File: src/rtl/el2_lsu_ecc_wb_if.sv
// Port bundle for the DCCM ECC write-back engine: error-report side plus write-back request side.
// With EL2_ECC_WB_CNT_EN defined the bundle also carries the completed write-back counter.
interface el2_lsu_ecc_wb_if #(
   parameter int DCCM_BITS       = 16,
   parameter int DCCM_DATA_WIDTH = 32,
   parameter int DCCM_ECC_WIDTH  = 7
);
   logic                       err_valid;
   logic [DCCM_BITS-1:0]       err_addr;
   logic [DCCM_DATA_WIDTH-1:0] err_data;
   logic                       err_ready;
   logic                       dec_tlu_core_ecc_disable;
   logic                       wb_req;
   logic                       wb_gnt;
   logic [DCCM_BITS-1:0]       wb_addr;
   logic [DCCM_DATA_WIDTH-1:0] wb_data;
   logic [DCCM_ECC_WIDTH-1:0]  wb_ecc;
   logic                       wb_busy;
   logic                       err_ovf;
`ifdef EL2_ECC_WB_CNT_EN
   logic [15:0]                wb_cnt;
`endif

   // Engine side.
   modport master (
      input  err_valid, err_addr, err_data, dec_tlu_core_ecc_disable, wb_gnt,
      output err_ready, wb_req, wb_addr, wb_data, wb_ecc, wb_busy, err_ovf
`ifdef EL2_ECC_WB_CNT_EN
      , output wb_cnt
`endif
   );

   // Error reporter and DCCM write-port arbiter side.
   modport slave (
      output err_valid, err_addr, err_data, dec_tlu_core_ecc_disable, wb_gnt,
      input  err_ready, wb_req, wb_addr, wb_data, wb_ecc, wb_busy, err_ovf
`ifdef EL2_ECC_WB_CNT_EN
      , input wb_cnt
`endif
   );
endinterface

File: src/rtl/el2_lsu_ecc_wb.sv
// DCCM single-error write-back engine: queues corrected words, regenerates SECDED bits, writes them back.
// Optional EL2_ECC_WB_CNT_EN adds a saturating count of completed write-backs.
module el2_lsu_ecc_wb #(
   parameter int DCCM_BITS       = 16,
   parameter int DCCM_DATA_WIDTH = 32,
   parameter int DCCM_ECC_WIDTH  = 7,
   parameter int WB_DEPTH        = 4
) (
   input logic              clk,
   input logic              rst_l,
   el2_lsu_ecc_wb_if.master bus
);
   localparam int AW = $clog2(WB_DEPTH);
   localparam int PW = AW + 1;

   typedef struct packed {
      logic [DCCM_BITS-1:0]       addr;
      logic [DCCM_DATA_WIDTH-1:0] data;
      logic [DCCM_ECC_WIDTH-1:0]  ecc;
   } entry_t;

   typedef enum logic {ST_IDLE, ST_REQ} state_t;

   // Hamming(38,32) check bits with data packed into the non-power-of-two positions, plus overall parity.
   function automatic logic [DCCM_ECC_WIDTH-1:0] ecc_gen(input logic [DCCM_DATA_WIDTH-1:0] d);
      logic [DCCM_ECC_WIDTH-1:0]  e;
      logic [DCCM_DATA_WIDTH-1:0] dd;
      e  = '0;
      dd = d;
      for (int p = 1; p <= 38; p++) begin
         if ((p & (p - 1)) != 0) begin
            for (int k = 0; k < 6; k++) begin
               if (((p >> k) & 1) != 0) e[k] = e[k] ^ dd[0];
            end
            dd = dd >> 1;
         end
      end
      e[6] = ^{d, e[5:0]};
      return e;
   endfunction

   entry_t         r_mem [WB_DEPTH];
   logic [PW-1:0]  r_wr_ptr, r_rd_ptr;
   state_t         r_state, w_state_nxt;
   logic           r_ovf;

   logic [PW-1:0]        w_count;
   logic                 w_full, w_pop, w_report, w_match, w_push;
   logic [AW-1:0]        w_match_idx, w_off;
   logic [DCCM_BITS-1:0] w_addr;
   entry_t               w_entry, w_head;

   assign w_count  = r_wr_ptr - r_rd_ptr;
   assign w_full   = (r_wr_ptr[PW-1] != r_rd_ptr[PW-1]) && (r_wr_ptr[AW-1:0] == r_rd_ptr[AW-1:0]);
   assign w_pop    = (r_state == ST_REQ) && bus.wb_gnt;
   assign w_report = bus.err_valid && !bus.dec_tlu_core_ecc_disable;
   assign w_addr   = bus.err_addr & ~DCCM_BITS'(3);
   assign w_entry  = {w_addr, bus.err_data, ecc_gen(bus.err_data)};
   assign w_head   = r_mem[r_rd_ptr[AW-1:0]];

   // Coalesce target: any live entry with the same word address, except a head leaving this cycle.
   // NOTE: every always_comb output gets a default before any branch so no latch can be inferred.
   always_comb begin
      w_match     = 1'b0;
      w_match_idx = '0;
      w_off       = '0;
      for (int i = 0; i < WB_DEPTH; i++) begin
         w_off = AW'(i) - r_rd_ptr[AW-1:0];
         if (!w_match && (PW'(w_off) < w_count) && !(w_pop && (w_off == '0)) &&
             (r_mem[i].addr == w_addr)) begin
            w_match     = 1'b1;
            w_match_idx = AW'(i);
         end
      end
   end

   assign w_push = w_report && !w_match && !w_full;

   always_comb begin
      w_state_nxt = r_state;
      case (r_state)
         ST_IDLE: if (w_push || (w_count != '0)) w_state_nxt = ST_REQ;
         ST_REQ:  if (w_pop && !w_push && (w_count == PW'(1))) w_state_nxt = ST_IDLE;
      endcase
   end

   // NOTE: sequential state uses non-blocking assignments so every register samples pre-edge values.
   always_ff @(posedge clk) begin
      if (!rst_l) begin
         r_state  <= ST_IDLE;
         r_wr_ptr <= '0;
         r_rd_ptr <= '0;
         r_ovf    <= 1'b0;
      end else begin
         r_state <= w_state_nxt;
         if (w_push) r_wr_ptr <= r_wr_ptr + PW'(1);
         if (w_pop)  r_rd_ptr <= r_rd_ptr + PW'(1);
         if (w_report && w_full && !w_match) r_ovf <= 1'b1;
      end
   end

   // NOTE: the entry array is not reset; pointers define liveness and outputs are gated by wb_req.
   always_ff @(posedge clk) begin
      if (w_push)                   r_mem[r_wr_ptr[AW-1:0]] <= w_entry;
      else if (w_report && w_match) r_mem[w_match_idx]      <= w_entry;
   end

   assign bus.err_ready = !w_full;
   assign bus.wb_req    = (r_state == ST_REQ);
   assign bus.wb_addr   = bus.wb_req ? w_head.addr : '0;
   assign bus.wb_data   = bus.wb_req ? w_head.data : '0;
   assign bus.wb_ecc    = bus.wb_req ? w_head.ecc  : '0;
   assign bus.wb_busy   = (w_count != '0);
   assign bus.err_ovf   = r_ovf;

`ifdef EL2_ECC_WB_CNT_EN
   logic [15:0] r_wb_cnt;

   always_ff @(posedge clk) begin
      if (!rst_l)                          r_wb_cnt <= '0;
      else if (w_pop && (r_wb_cnt != 16'hFFFF)) r_wb_cnt <= r_wb_cnt + 16'd1;
   end

   assign bus.wb_cnt = r_wb_cnt;
`else
   // Build without the write-back counter.
`endif
endmodule
File: src/flat_wrapper.sv
// flat-port wrapper written by rule: the top's interface ports become plain ports
module el2_lsu_ecc_wb_flat 
#(
   parameter int DCCM_BITS       = 16,
   parameter int DCCM_DATA_WIDTH = 32,
   parameter int DCCM_ECC_WIDTH  = 7,
   parameter int WB_DEPTH        = 4
)
  (clk, rst_l, bus_err_valid, bus_err_addr, bus_err_data, bus_dec_tlu_core_ecc_disable, bus_wb_gnt, bus_err_ready, bus_wb_req, bus_wb_addr, bus_wb_data, bus_wb_ecc, bus_wb_busy, bus_err_ovf);
  el2_lsu_ecc_wb_if #(.DCCM_BITS(DCCM_BITS), .DCCM_DATA_WIDTH(DCCM_DATA_WIDTH), .DCCM_ECC_WIDTH(DCCM_ECC_WIDTH)) bus_i ();
  input logic clk;
  input logic rst_l;
  input wire logic [$bits(bus_i.err_valid)-1:0] bus_err_valid;
  input wire logic [$bits(bus_i.err_addr)-1:0] bus_err_addr;
  input wire logic [$bits(bus_i.err_data)-1:0] bus_err_data;
  input wire logic [$bits(bus_i.dec_tlu_core_ecc_disable)-1:0] bus_dec_tlu_core_ecc_disable;
  input wire logic [$bits(bus_i.wb_gnt)-1:0] bus_wb_gnt;
  output wire logic [$bits(bus_i.err_ready)-1:0] bus_err_ready;
  output wire logic [$bits(bus_i.wb_req)-1:0] bus_wb_req;
  output wire logic [$bits(bus_i.wb_addr)-1:0] bus_wb_addr;
  output wire logic [$bits(bus_i.wb_data)-1:0] bus_wb_data;
  output wire logic [$bits(bus_i.wb_ecc)-1:0] bus_wb_ecc;
  output wire logic [$bits(bus_i.wb_busy)-1:0] bus_wb_busy;
  output wire logic [$bits(bus_i.err_ovf)-1:0] bus_err_ovf;
  assign bus_i.err_valid = bus_err_valid;
  assign bus_i.err_addr = bus_err_addr;
  assign bus_i.err_data = bus_err_data;
  assign bus_i.dec_tlu_core_ecc_disable = bus_dec_tlu_core_ecc_disable;
  assign bus_i.wb_gnt = bus_wb_gnt;
  assign bus_err_ready = bus_i.err_ready;
  assign bus_wb_req = bus_i.wb_req;
  assign bus_wb_addr = bus_i.wb_addr;
  assign bus_wb_data = bus_i.wb_data;
  assign bus_wb_ecc = bus_i.wb_ecc;
  assign bus_wb_busy = bus_i.wb_busy;
  assign bus_err_ovf = bus_i.err_ovf;
  el2_lsu_ecc_wb #(.DCCM_BITS(DCCM_BITS), .DCCM_DATA_WIDTH(DCCM_DATA_WIDTH), .DCCM_ECC_WIDTH(DCCM_ECC_WIDTH), .WB_DEPTH(WB_DEPTH)) u_core (.clk(clk), .rst_l(rst_l), .bus(bus_i));
endmodule
File: config.mk
export PLATFORM = sky130hd
export DESIGN_NAME = el2_lsu_ecc_wb_flat
export DESIGN_NICKNAME = d
export VERILOG_FILES = /design/src/rtl/el2_lsu_ecc_wb_if.sv /design/src/rtl/el2_lsu_ecc_wb.sv /design/src/flat_wrapper.sv
export SDC_FILE = /design/constraint.sdc
export NUM_CORES = 1
export LEC_CHECK = 0
export CAP_MARGIN = 20
export CELL_PAD_IN_SITES_DETAIL_PLACEMENT = 2
export CELL_PAD_IN_SITES_GLOBAL_PLACEMENT = 2
export CORE_MARGIN = 5
export CORE_UTILIZATION = 40
export DETAILED_ROUTE_END_ITERATION = 8
export PLACE_DENSITY = 0.89
export SYNTH_ARGS = -nofsm -noshare
export SYNTH_HDL_FRONTEND = slang
export SYNTH_SLANG_ARGS = --single-unit
export TNS_END_PERCENT = 5
File: constraint.sdc
create_clock -name clk -period 8 [get_ports clk]
set_input_delay 1.2 -clock clk [delete_from_list [all_inputs] [get_ports clk]]
set_output_delay 1.2 -clock clk [all_outputs]
set_load 0.01 [all_outputs]
# Yosys cells after proc, flatten, opt, wreduce, memory -nomap -nowiden
# Memories as Yosys holds them, arrays and structs flattened. A register that Yosys moved wholly into a read port is not among the register bits.
# Cells that the tools add are included.
# totals
register_bits,8
output_inout_bits,59
ramBits,212
elab_cells,175
inputBits,53
memories,1
# classes
n_eq_ne,7
magnitude_cmp,4
bitwise_logic,85
muxes,23
n_addsub,7
reduce_logical,44
# memory_table
memory,words,width,read_ports,rd_ports_with_merged_regs,wr,line_no,source
u_core.r_mem,4,53,5,1,1,el2_lsu_ecc_wb.sv:42,entry_t r_mem [WB_DEPTH];
# ops
op,n
$xor A1 B1 Y1,84
$eq A16 B16 Y1,4
$mux W53,1
$reduce_or A53 Y1,1
$reduce_xor A38 Y1,1
$mux W32,1
$logic_and A1 B1 Y1,25
$mux W16,1
$mux W1,13
$lt A2 B3 Y1,4
$logic_not A1 Y1,11
$mux W2,5
$logic_not A2 Y1,4
$mux W7,1
$add A3 B1 Y3 const B,2
$sub A1 B2 Y2 const A,2
$sub A2 B2 Y2 const A,2
$eq A3 B1 Y1 const B,1
$reduce_bool A3 Y1,1
$sub A3 B3 Y3,1
$eq A2 B2 Y1,1
$pmux W1 S2,1
$logic_or A1 B1 Y1,1
$ne A1 B1 Y1,1
$not A1 Y1,1

# Depth between registers and ports, before layout
# Gate-level depths: netlist of run 1.
# depth
ltp_word,30
mapped_depth,13
depth_no_buf,13

# Worst setup path after synthesis of run 1
# No wires, ideal clock.
# synth_timing
path_type,input to register
from,input port bus_err_addr[3]
to,memory u_core.r_mem[3][0] (netlist name) (enable)
path_stages,7
setup_slack_ps,1390
arrival_time_ps,6081
path_buffers,0
setup_ps,529
path_cell_list,xor2_1 > nor4_1 > nand2_1 > nor4_1 > o21ai_0 > o2bb2ai_1 > nor3_1
# synth_via
elab_chain_cells,25
# synth_lines
item,line_no,source
start: declaration,flat_wrapper.sv:14,input wire logic [$bits(bus_i.err_addr)-1:0] bus_err_addr;
$eq A16 B16 Y1,el2_lsu_ecc_wb.sv:70,(r_mem[i].addr == w_addr)) begin
$logic_and A1 B1 Y1,el2_lsu_ecc_wb.sv:69,if (!w_match && (PW'(w_off) < w_count) && !(w_pop && (w_off == '0)) &&
$mux W1,el2_lsu_ecc_wb.sv:69,
$logic_not A1 Y1,el2_lsu_ecc_wb.sv:69,
$logic_and A1 B1 Y1 (3 in series),el2_lsu_ecc_wb.sv:69,
$mux W1,el2_lsu_ecc_wb.sv:69,
$logic_not A1 Y1,el2_lsu_ecc_wb.sv:69,
$logic_and A1 B1 Y1 (3 in series),el2_lsu_ecc_wb.sv:69,
[... 2 more ...],n/a,
$logic_and A1 B1 Y1 (3 in series),el2_lsu_ecc_wb.sv:69,
$mux W1,el2_lsu_ecc_wb.sv:69,
$logic_not A1 Y1,el2_lsu_ecc_wb.sv:77,assign w_push = w_report && !w_match && !w_full;
$logic_and A1 B1 Y1 (2 in series),el2_lsu_ecc_wb.sv:77,
$mux W1,el2_lsu_ecc_wb.sv:104,if (w_push) r_mem[r_wr_ptr[AW-1:0]] <= w_entry;
$mux W1 (implied by the code),el2_lsu_ecc_wb.sv:105,else if (w_report && w_match) r_mem[w_match_idx] <= w_entry;
$reduce_or A53 Y1 (no source line),n/a,
$mux W2 (no source line) or $mux W1 (tied branches),n/a,
end: declaration,el2_lsu_ecc_wb.sv:42,
# Several ways; a longest one is shown, not always the timed one.

# Worst setup path in the final report of run 1
# layout_timing
from,input port bus_err_addr[3]
to,memory u_core.r_mem[3][2] (netlist name) (enable)
# The elaborated chain is that of the path after synthesis.

==> impl_metrics.csv, run 1 <==
group,metric,value,unit
min_path,hold_crit_endpoint,"u_core.bus.err_ovf",
die,row_count,57,
clock_tree,root_buffer,"sky130_fd_sc_hd__clkbuf_16",
layout,top_library_cells_by_usage_in_the_layout_fill_and_taps_aside,"sky130_fd_sc_hd__edfxtp_1 (212), sky130_fd_sc_hd__clkdlybuf4s50_1 (107), sky130_fd_sc_hd__xnor2_1 (66)",
place,detailed_place.area,11400,um2
setup_path,timing.rr.start,"u_core.r_wr_ptr[0]",
place,detailedPlace.worstSlack,3.06,ns
die,floorplan.initialDensity,0.407,
die,die_w,168,um
sta,final_max_slew_viol_count,0,
layout,layout.cells.most_common,"sky130_fd_sc_hd__edfxtp_1",
detailed_routing,drc,0,
grt,largest_net_degree_at_the_start_of_global_routing,62,
detailed_routing,num_vias,5482,
detailed_routing,number_of_detailed_routing_iterations_run_before_antenna_repair,4,
grt,overflow,0,
detailed_routing,wl_per_cell,25.4,um
layout,design_area,12200,um2
place,detailed_place_hpwl,17100,um
layout,post_route_cells_drive_above_1_share,0.155,
synthesis,area_share_of_fa_ha_maj_cells_after_synthesis,0.0171,
place,routabilityCongestion,0.758,
synthesis,synth.yosys.seq_area_share,0.659,
synthesis,syn-mean-instance-area,17.5,um2
power,peakVddDrop,0.000174,V
sta,finalSetupTns,0,ns
synthesis,synth.cell_area,9970,um2
power,swShare,0.255,
sta,timing.slew.headroom,0.393,
power,share_of_total_power_in_the_clock_network,0.355,
synthesis,top_post_synthesis_cells_by_area,"sky130_fd_sc_hd__edfxtp_1 (64%), sky130_fd_sc_hd__mux4_2 (12%), sky130_fd_sc_hd__xnor2_1 (5.8%)",
clock_tree,post_cts.resized_instances,0,
power,cell_internal_pwr,0.00229,W
synthesis,post_synth_mux_area_share,0.121,
synthesis,netlist_instances,571,
power,p_per_area,252,nW/um2
layout,nNetsFinal,757,
setup_path,rr_endpoint,"u_core.r_mem[3][2]",
synthesis,synth.lib_cells_used.distinct,47,
setup_path,cp_capture_type,"flop",
setup_path,startpoint_type,"input port",
synthesis,synthArstFlopShare,0,
grt,grt_antenna_before_repair,0,
synthesis,yosys_most_used_dff,"sky130_fd_sc_hd__edfxtp_1",
synthesis,synth_largest_type_area_fraction,0.639,
detailed_routing,detail-route-antenna-nets,0,
grt,groute.usage.overall,0.188,
sta,timing.final.crit_share,0.565,
detailed_routing,wl,26300,um
clock_tree,cts_num_sinks,222,
setup_path,reg2reg_depth,13,
min_path,timing.hold.worst.class,"reg2reg",
sta,final.min_clock_period,4.52,ns
sta,timing.final.ws_setup,3.48,ns
setup_path,timing.reg2reg.setup_slack,3.51,ns
setup_path,crit_fanout,53,
synthesis,largest_family_of_logic_cells_by_synthesized_area,"multiplexers",
clock_tree,post-cts-setup-buffers,0,
outcome,run_status,"completed",
sta,grt_setup_unrepaired,"no",
sta,final.setup_skew,0.00760,ns
clock_tree,cts_hold_buffers,0,
synthesis,synth_largest_area_cell,"sky130_fd_sc_hd__edfxtp_1",
layout,synthToLayoutAreaGrowth,22.4,%
min_path,worst_hold_startpoint,"u_core.bus.err_ovf",
setup_path,ws_path_type,"in2reg",
clock_tree,number_of_cts_inserted_buffers,25,
synthesis,synthSimpleGateAreaFrac,0.0593,
setup_path,arrival,4.66,ns
synthesis,synth-edff-count,212,
detailed_routing,via_per_inst,5.31,
die,die-area,28200,um2
detailed_routing,detailedRoute.firstIterationViolations,313,
sta,hold-worst-slack,0.473,ns
power,cellLeakagePower,3.91,nW
run,drv.max_cap_violation_count,0,
layout,n_antenna_cell,0,
die,core_area,24500,um2
synthesis,yosysWarnings,0,
clock_tree,clk_pin_slew_worst_paths,0.06,ns
die,fp.dieH,168,um
power,share_seq_of_total_power,0.452,
sta,worst-slew-pin-transition,0.910,ns
power,netSwitchingPower,0.000782,W
synthesis,synth.ff_latch_count,222,
synthesis,synth_compound_gate_area_share,0.0171,
die,io-pin-count,112,
power,power_frac_comb,0.193,
layout,nFillCells,2188,
place,numPortBuffers,107,
grt,grt_first_pass_wirelength,40700,um
clock_tree,worst_skew_pair.late_latency,0.52,ns
clock_tree,tritoncts,"built",
clock_tree,max-clock-path-buffers,3,
sta,setup_violations,0,
synthesis,yosys.area_share.xor_xnor,0.112,
setup_path,cp_data_required_time,8.14,ns
clock_tree,cts_h_tree_lvls,1,
sta,hold_viol,0,
grt,first_global_vias,6401,
min_path,worstHoldPathCells,1,
sta,fmax,221,MHz
[flip-flops by register name (all words and copies together), names as in the netlist, named ones only]
register and cells:
u_core.r_wr_ptr 3, u_core.bus.wb_req 1, u_core.r_mem 212, u_core.bus.err_ovf 1, u_core.r_rd_ptr 3
[layout make-up]
| class | count | area (um2) | share of cell area |
|---|---|---|---|
| multi-input combinational | 316 | 3290 | 0.269 |
| clock inverter | 17 | 131 | 0.0108 |
| timing repair buffer | 114 | 1120 | 0.0921 |
| clock buffer | 28 | 637 | 0.0522 |
| sequential | 222 | 6570 | 0.539 |
| inverter | 12 | 45.0 | 0.00369 |
| tap | 324 | 405 | 0.0332 |
[worst max path at each step]
stage / startpoint / end / slack, ns / cells after the start
floorplan: bus_err_addr[3] / u_core.r_mem[3][0] / 1.39 / 7
global placement: bus_err_addr[10] / u_core.r_mem[3][29] / 3.21 / 9
detailed placement: bus_err_addr[10] / u_core.r_mem[3][31] / 3.06 / 9
CTS: bus_err_addr[3] / u_core.r_mem[3][38] / 3.46 / 9
global route: bus_err_addr[3] / u_core.r_mem[3][11] / 3.25 / 9
finish: bus_err_addr[3] / u_core.r_mem[3][2] / 3.48 / 9
[power groups by stage]
stage,Combinational (W),Sequential [W],Clock (W)
after global placement,0.000557,0.00141,0
after global routing,0.000643,0.00139,0.00118
after floorplan,0.000356,0.00140,0
after detailed placement,0.000596,0.00142,0
after CTS,0.000607,0.00139,0.00112
final,0.000592,0.00139,0.00109
[worst max-delay path, cell delays in order]
cell,delay (ns)
sky130_fd_sc_hd__clkdlybuf4s50_1,0.69
sky130_fd_sc_hd__xor2_1,0.16
sky130_fd_sc_hd__nor4_1,0.40
sky130_fd_sc_hd__nand2_1,0.11
sky130_fd_sc_hd__nor4_1,0.56
sky130_fd_sc_hd__o21ai_0,0.30
sky130_fd_sc_hd__o2bb2ai_1,0.25
sky130_fd_sc_hd__nor3_2,0.20
sky130_fd_sc_hd__buf_4,0.67
[through the flow]
stage	power (W)	util	std cells
global placement	0.00196	0.467	988
CTS	0.00312	0.499	1033
detailed placement	0.00201	0.467	988
floorplan	0.00176	-	572
global route	0.00322	0.499	1033
finish	0.00307	0.499	1033
[cells in the mapped netlist, types with 4 or more instances]
| master | count |
|---|---|
| sky130_fd_sc_hd__edfxtp_1 | 212 |
| sky130_fd_sc_hd__xnor2_1 | 66 |
| sky130_fd_sc_hd__and2_1 | 53 |
| sky130_fd_sc_hd__mux4_2 | 53 |
| sky130_fd_sc_hd__xor2_1 | 53 |
| sky130_fd_sc_hd__clkbuf_1 | 13 |
| sky130_fd_sc_hd__ha_1 | 12 |
| sky130_fd_sc_hd__inv_1 | 12 |
| sky130_fd_sc_hd__dfxtp_1 | 10 |
| sky130_fd_sc_hd__nor2_1 | 10 |
| sky130_fd_sc_hd__nor4_1 | 10 |
| sky130_fd_sc_hd__a21oi_1 | 8 |
| sky130_fd_sc_hd__nor3_1 | 6 |
| sky130_fd_sc_hd__buf_2 | 4 |
| sky130_fd_sc_hd__nand2_1 | 4 |
| sky130_fd_sc_hd__nand3_1 | 4 |
| sky130_fd_sc_hd__nand4_1 | 4 |
[metal layers]
metal  global-route usage  part of all wire
met2                0.335              0.52
met1                0.238              0.40
met4               0.0402             0.021
met5                    0                 0
met3               0.0392             0.055
[cells by family (layout without fill, tap and decap cells)]
| kind of cell | count (synthesis) | in the layout |
|---|---|---|
| buffers and inverters | 34 | 171 |
| and+or+nand+nor | 100 | 100 |
| other | 1 | 2 |
| adders and majority gates | 13 | 13 |
| muxes | 54 | 54 |
| xor gates and xnor gates | 123 | 123 |
| AOI/OAI and AO/OA | 24 | 24 |
| DFF | 222 | 222 |
No activity file was read; power rests on OpenSTA's default activity.
==> inputs of run 2 (changes only) <==
--- a/config.mk
+++ b/config.mk
@@ -9,9 +9,9 @@
 export CELL_PAD_IN_SITES_DETAIL_PLACEMENT = 2
 export CELL_PAD_IN_SITES_GLOBAL_PLACEMENT = 2
 export CORE_MARGIN = 5
-export CORE_UTILIZATION = 40
+export CORE_UTILIZATION = 38
 export DETAILED_ROUTE_END_ITERATION = 8
-export PLACE_DENSITY = 0.89
+export PLACE_DENSITY = 0.88
 export SYNTH_ARGS = -nofsm -noshare
 export SYNTH_HDL_FRONTEND = slang
 export SYNTH_SLANG_ARGS = --single-unit
==> constraint.sdc (replaced) <==
create_clock -name clk -period 3.9 [get_ports clk]
set_input_delay 0.585 -clock clk [delete_from_list [all_inputs] [get_ports clk]]
set_output_delay 0.585 -clock clk [all_outputs]
set_load 0.01 [all_outputs]
==> impl_metrics.csv, run 2 (synthesized netlist as in run 1, its figures left out) <==
group,metric,value,unit
outcome,run_status,"completed",
place,dp.cells,1009,
setup_path,startpoint_type,"flop",
sta,grt_setup_unrepaired,"no",
detailed_routing,num_vias,5549,
sta,timing.slew.headroom,0.622,
setup_path,crit_chain,"inv_1, fa_1, inv_2, ha_4, nor2_1, nor2_1, nor2_1, nor4_2, o21ai_1, o2bb2ai_2, nor3_4, buf_12",
power,cellLeakagePower,4.00,nW
min_path,timing.hold.worst.class,"reg2reg",
die,core_area,25900,um2
clock_tree,worst_skew_pair.late_latency,0.53,ns
min_path,hold_crit_endpoint,"u_core.bus.err_ovf",
layout,nFillCells,2300,
power,power,0.00644,W
setup_path,ws_path_type,"reg2reg",
detailed_routing,number_of_detailed_routing_iterations_run_before_antenna_repair,4,
layout,layout.area.seq,6580,um2
layout,n_antenna_cell,0,
grt,grt_antenna_before_repair,1,
grt,grt_first_pass_wirelength,40200,um
clock_tree,post-cts-setup-buffers,0,
sta,worst-slew-pin-transition,0.565,ns
clock_tree,post_cts.resized_instances,0,
grt,overflow,0,
sta,final_max_slew_viol_count,0,
min_path,worst_hold_startpoint,"u_core.bus.err_ovf",
layout,top_library_cells_by_usage_in_the_layout_fill_and_taps_aside,"sky130_fd_sc_hd__edfxtp_1 (212), sky130_fd_sc_hd__clkdlybuf4s50_1 (107), sky130_fd_sc_hd__xnor2_1 (66)",
setup_path,max_stage_delay,0.62,ns
setup_path,critical_path.top_delay_family,"adder cells",
sta,timing.final.ws_setup,0.309,ns
clock_tree,max-clock-path-buffers,3,
sta,hold-worst-slack,0.474,ns
place,numPortBuffers,107,
setup_path,cp_data_required_time,4.08,ns
clock_tree,cts_hold_buffers,0,
clock_tree,number_of_cts_inserted_buffers,26,
sta,final.min_clock_period,3.59,ns
run,drv.max_cap_violation_count,0,
layout,post_route_cells_drive_above_1_share,0.177,
layout,regs_by_ff_count,"u_core.r_mem (212), u_core.r_rd_ptr (3), u_core.r_wr_ptr (3)",
die,die-area,29600,um2
die,fp.dieH,172,um
die,floorplan.initialDensity,0.385,
die,row_count,59,
sta,timing.final.crit_share,0.921,
detailed_routing,wl_per_cell,25.0,um
grt,largest_net_degree_at_the_start_of_global_routing,54,
sta,final.setup_skew,0.0145,ns
clock_tree,tritoncts,"built",
setup_path,worst_path_max_delay_cell,"sky130_fd_sc_hd__fa_1",
detailed_routing,detailedRoute.firstIterationViolations,355,
setup_path,arrival,3.77,ns
clock_tree,root_buffer,"sky130_fd_sc_hd__clkbuf_16",
clock_tree,cts_num_sinks,222,
detailed_routing,detail-route-antenna-nets,0,
setup_path,path_common_cell,"sky130_fd_sc_hd__nor2_1",
layout,footprint_of_the_multi_input_gates,3340,um2
setup_path,worstPathBufferInverterCount,3,
layout,number_of_flip_flops_in_the_largest_register,212,
grt,first_global_vias,6406,
layout,layout.cells.most_common,"sky130_fd_sc_hd__edfxtp_1",
sta,setup_violations,0,
detailed_routing,via_per_inst,5.25,
sta,hold_viol,0,
detailed_routing,wl,26500,um
clock_tree,clk_pin_slew_worst_paths,0.07,ns
setup_path,timing.reg2reg.setup_slack,0.31,ns
min_path,worstHoldPathCells,1,
layout,nNetsFinal,768,
place,detailed_place_hpwl,17900,um
setup_path,cp_capture_type,"flop",
sta,fmax,278,MHz
place,detailedPlace.worstSlack,0.144,ns
setup_path,crit_fanout,53,
grt,groute.usage.overall,0.181,
layout,top_register,"u_core.r_mem",
setup_path,rr_endpoint,"u_core.r_mem[3][17]",
setup_path,timing.rr.start,"u_core.r_rd_ptr[1]",
layout,synthToLayoutAreaGrowth,25.1,%
die,die_w,172,um
clock_tree,cts_h_tree_lvls,1,
setup_path,reg2reg_depth,12,
place,routabilityCongestion,0.823,
power,peakVddDrop,0.000368,V
die,io-pin-count,112,
power,p_per_area,517,nW/um2
detailed_routing,drc,0,
layout,finalNonFillerCells,1057,
==> run 2: worst max path at each step <==
stage	startpoint	to	slack [ns]	depth (start not counted)
2_1_floorplan	u_core.r_wr_ptr[0]	u_core.r_mem[0][0]	-0.24	11
3_3_place_gp	bus_err_addr[7]	u_core.r_mem[2][33]	0.37	9
3_5_place_dp	bus_err_data[17]	u_core.r_mem[3][6]	0.14	7
4_1_cts	u_core.r_rd_ptr[1]	u_core.r_mem[3][7]	0.31	12
5_1_grt	u_core.r_rd_ptr[1]	u_core.r_mem[3][7]	0.13	12
6_report	u_core.r_rd_ptr[1]	u_core.r_mem[3][17]	0.31	12
==> run 2: layout make-up <==
type / count / area share
tap: 335 / 0.0336
clock inverter: 14 / 0.0107
clock buffer: 34 / 0.0546
multi-input combinational: 316 / 0.268
sequential: 222 / 0.528
inverter: 12 / 0.00381
timing repair buffer: 124 / 0.101
==> run 2: power breakdown <==
group	internal (W)	total, W	switching [W]
Combinational	0.000608	0.00124	0.000633
Sequential	0.00280	0.00287	0.0000630
Clock	0.00136	0.00233	0.000967
Total	0.00477	0.00644	0.00166
==> run 2: layer usage <==
layer / vias up / wire, um / GRT usage
li1: 2437 / - / -
met1: 2896 / 10400 / 0.227
met2: 161 / 13900 / 0.325
met3: 53 / 1400 / 0.0316
met4: 2 / 752 / 0.0475
met5: - / 10 / 0
==> run 2: worst register-to-register path, cell delays in order, from the launching register on <==
cell	delay (ns)
sky130_fd_sc_hd__dfxtp_1	0.42
sky130_fd_sc_hd__inv_1	0.19
sky130_fd_sc_hd__fa_1	0.62
sky130_fd_sc_hd__inv_2	0.09
sky130_fd_sc_hd__ha_4	0.27
sky130_fd_sc_hd__nor2_1	0.04
sky130_fd_sc_hd__nor2_1	0.09
sky130_fd_sc_hd__nor2_1	0.05
sky130_fd_sc_hd__nor4_2	0.46
sky130_fd_sc_hd__o21ai_1	0.18
sky130_fd_sc_hd__o2bb2ai_2	0.21
sky130_fd_sc_hd__nor3_4	0.22
sky130_fd_sc_hd__buf_12	0.31
==> run 2: metrics by stage <==
stage | cell area [um2] | TNS (ns) | util
after CTS | 12500 | 0 | 0.481
after detailed placement | 11600 | 0 | 0.450
after floorplan | 10100 | -27.59 | -
after global placement | 11600 | 0 | 0.450
final | 12500 | 0 | 0.481
after global routing | 12500 | 0 | 0.481
==> inputs of run 3 (changes only) <==
--- a/config.mk
+++ b/config.mk
@@ -9,9 +9,10 @@
 export CELL_PAD_IN_SITES_DETAIL_PLACEMENT = 2
 export CELL_PAD_IN_SITES_GLOBAL_PLACEMENT = 2
 export CORE_MARGIN = 5
-export CORE_UTILIZATION = 38
+export CORE_UTILIZATION = 39
+export CTS_BUF_LIST = sky130_fd_sc_hd__clkbuf_8
 export DETAILED_ROUTE_END_ITERATION = 8
-export PLACE_DENSITY = 0.88
+export PLACE_DENSITY = 0.9
 export SYNTH_ARGS = -nofsm -noshare
 export SYNTH_HDL_FRONTEND = slang
 export SYNTH_SLANG_ARGS = --single-unit
==> impl_metrics.csv, run 3 (synthesized netlist as in run 1, its figures left out) <==
group,metric,value,unit
setup_path,rr_endpoint,"u_core.r_mem[3][38]",
sta,final_max_slew_viol_count,0,
sta,worst-slew-pin-transition,0.664,ns
setup_path,timing.reg2reg.setup_slack,0.27,ns
die,row_count,58,
place,routabilityCongestion,0.792,
clock_tree,clk_pin_slew_worst_paths,0.06,ns
clock_tree,cts_num_sinks,222,
layout,top_register,"u_core.r_mem",
min_path,worst_hold_startpoint,"u_core.bus.err_ovf",
sta,grt_setup_unrepaired,"no",
layout,n_antenna_cell,0,
layout,layout.cells.most_common,"sky130_fd_sc_hd__edfxtp_1",
detailed_routing,drc,0,
die,core_area,25200,um2
power,p_per_area,489,nW/um2
place,detailedPlace.worstSlack,0.153,ns
grt,largest_net_degree_at_the_start_of_global_routing,54,
sta,finalSetupTns,0,ns
setup_path,crit_fanout,30,
layout,finalCoreUtilization,0.491,
die,die_w,170,um
layout,nFillCells,2265,
run,drv.max_cap_violation_count,0,
clock_tree,tritoncts,"built",
detailed_routing,detail-route-antenna-nets,0,
layout,number_of_flip_flops_in_the_largest_register,212,
die,io-pin-count,112,
clock_tree,max-clock-path-buffers,3,
setup_path,ws_path_type,"reg2reg",
detailed_routing,wl,27100,um
sta,setup_violations,0,
setup_path,cp_capture_type,"flop",
power,cellLeakagePower,3.99,nW
clock_tree,root_buffer,"sky130_fd_sc_hd__clkbuf_8",
layout,layout.area.seq,6580,um2
clock_tree,worst_skew_pair.late_latency,0.54,ns
sta,timing.final.crit_share,0.931,
clock_tree,cts_h_tree_lvls,2,
detailed_routing,via_per_inst,5.23,
layout,design_area,12400,um2
setup_path,timing.rr.start,"u_core.r_rd_ptr[1]",
outcome,run_status,"completed",
layout,synthToLayoutAreaGrowth,24.0,%
die,fp.dieH,170,um
setup_path,arrival,3.83,ns
layout,post_route_cells_drive_above_1_share,0.187,
clock_tree,post_cts.resized_instances,0,
sta,timing.slew.headroom,0.558,
layout,footprint_of_the_multi_input_gates,3340,um2
detailed_routing,wl_per_cell,25.2,um
grt,groute.usage.overall,0.191,
grt,first_global_vias,6575,
sta,final.setup_skew,0.0262,ns
layout,nNetsFinal,778,
detailed_routing,num_vias,5610,
min_path,worstHoldPathCells,1,
detailed_routing,number_of_detailed_routing_iterations_run_before_antenna_repair,4,
layout,regs_by_ff_count,"u_core.r_mem (212), u_core.r_rd_ptr (3), u_core.r_wr_ptr (3)",
sta,hold_viol,0,
layout,top_library_cells_by_usage_in_the_layout_fill_and_taps_aside,"sky130_fd_sc_hd__edfxtp_1 (212), sky130_fd_sc_hd__clkdlybuf4s50_1 (107), sky130_fd_sc_hd__xnor2_1 (66)",
place,numPortBuffers,107,
clock_tree,number_of_cts_inserted_buffers,40,
min_path,hold_crit_endpoint,"u_core.bus.err_ovf",
die,floorplan.initialDensity,0.396,
setup_path,cp_data_required_time,4.10,ns
setup_path,reg2reg_depth,12,
power,power,0.00603,W
place,detailed_place_hpwl,18100,um
power,peakVddDrop,0.000287,V
setup_path,startpoint_type,"flop",
min_path,timing.hold.worst.class,"reg2reg",
sta,fmax,275,MHz
detailed_routing,detailedRoute.firstIterationViolations,330,
sta,final.min_clock_period,3.63,ns
clock_tree,post-cts-setup-buffers,0,
clock_tree,cts_hold_buffers,0,
die,die-area,28900,um2
grt,overflow,0,
sta,timing.final.ws_setup,0.267,ns
grt,grt_antenna_before_repair,0,
place,detailed_place.area,11600,um2
grt,grt_first_pass_wirelength,41700,um
## run 3: changes by cell type in the layout (fill, tap and decap cells not counted)
cell / previous run / this run
sky130_fd_sc_hd__clkinv_2: 3 / 6
sky130_fd_sc_hd__clkinv_8: 1 / 0
sky130_fd_sc_hd__clkinvlp_4: 2 / 3
sky130_fd_sc_hd__buf_4: 12 / 5
sky130_fd_sc_hd__clkbuf_16: 26 / 0
sky130_fd_sc_hd__clkbuf_1: 8 / 0
sky130_fd_sc_hd__clkinv_1: 5 / 12
sky130_fd_sc_hd__clkinv_4: 1 / 0
sky130_fd_sc_hd__bufinv_16: 2 / 0
sky130_fd_sc_hd__inv_1: 9 / 20
sky130_fd_sc_hd__buf_12: 5 / 8
sky130_fd_sc_hd__clkbuf_8: 0 / 41
## run 3: how the worst max path moves through the flow
stage | to | startpoint | depth (start not counted)
after floorplan | u_core.r_mem[0][0] | u_core.r_wr_ptr[0] | 11
final | u_core.r_mem[3][38] | u_core.r_rd_ptr[1] | 12
after global placement | u_core.r_mem[2][38] | bus_err_addr[2] | 9
after detailed placement | u_core.r_mem[0][19] | bus_err_addr[8] | 9
after CTS | u_core.r_mem[0][30] | u_core.r_rd_ptr[1] | 12
after global routing | u_core.r_mem[0][28] | u_core.r_rd_ptr[1] | 12
## run 3: stage by stage
step | instances | hold slack, ns
2_1_floorplan | 572 | 0.458
3_3_place_gp | 1000 | 0.457
3_5_place_dp | 1000 | 0.460
4_1_cts | 1073 | 0.474
5_1_grt | 1073 | 0.515
6_report | 1073 | 0.473
## run 3: layout make-up
cell class | count | share of cell area
clock buffers | 41 | 0.0457
clock inverters | 32 | 0.0112
inverters | 12 | 0.00385
multi-input cells | 316 | 0.271
flip-flops and latches | 222 | 0.532
well taps | 330 | 0.0334
repair buffers | 120 | 0.103
## run 3: layer usage
| layer | track usage | wire length (um) | vias up |
|---|---|---|---|
| met5 | 0 | 0 | - |
| met4 | 0.0410 | 412 | 0 |
| met3 | 0.0348 | 1230 | 38 |
| met2 | 0.348 | 14500 | 165 |
| met1 | 0.237 | 11000 | 2936 |
| li1 | - | - | 2471 |
## run 3: report_power, final
part	switching [W]	leakage [nW]	internal (W)	total, W
Combinational	0.000611	1.59	0.000607	0.00122
Sequential	0.0000686	2.01	0.00280	0.00287
Clock	0.000962	0.396	0.000982	0.00194
Total	0.00164	3.99	0.00439	0.00603
## run 3: critical path, stage by stage (launching register included)
cell	delay (ns)
sky130_fd_sc_hd__dfxtp_1	0.41
sky130_fd_sc_hd__inv_1	0.19
sky130_fd_sc_hd__fa_1	0.62
sky130_fd_sc_hd__inv_2	0.09
sky130_fd_sc_hd__ha_4	0.28
sky130_fd_sc_hd__nor2_1	0.04
sky130_fd_sc_hd__nor2_1	0.15
sky130_fd_sc_hd__nor2_1	0.07
sky130_fd_sc_hd__nor4_2	0.45
sky130_fd_sc_hd__o21ai_1	0.18
sky130_fd_sc_hd__o2bb2ai_2	0.20
sky130_fd_sc_hd__nor3_4	0.32
sky130_fd_sc_hd__buf_12	0.27
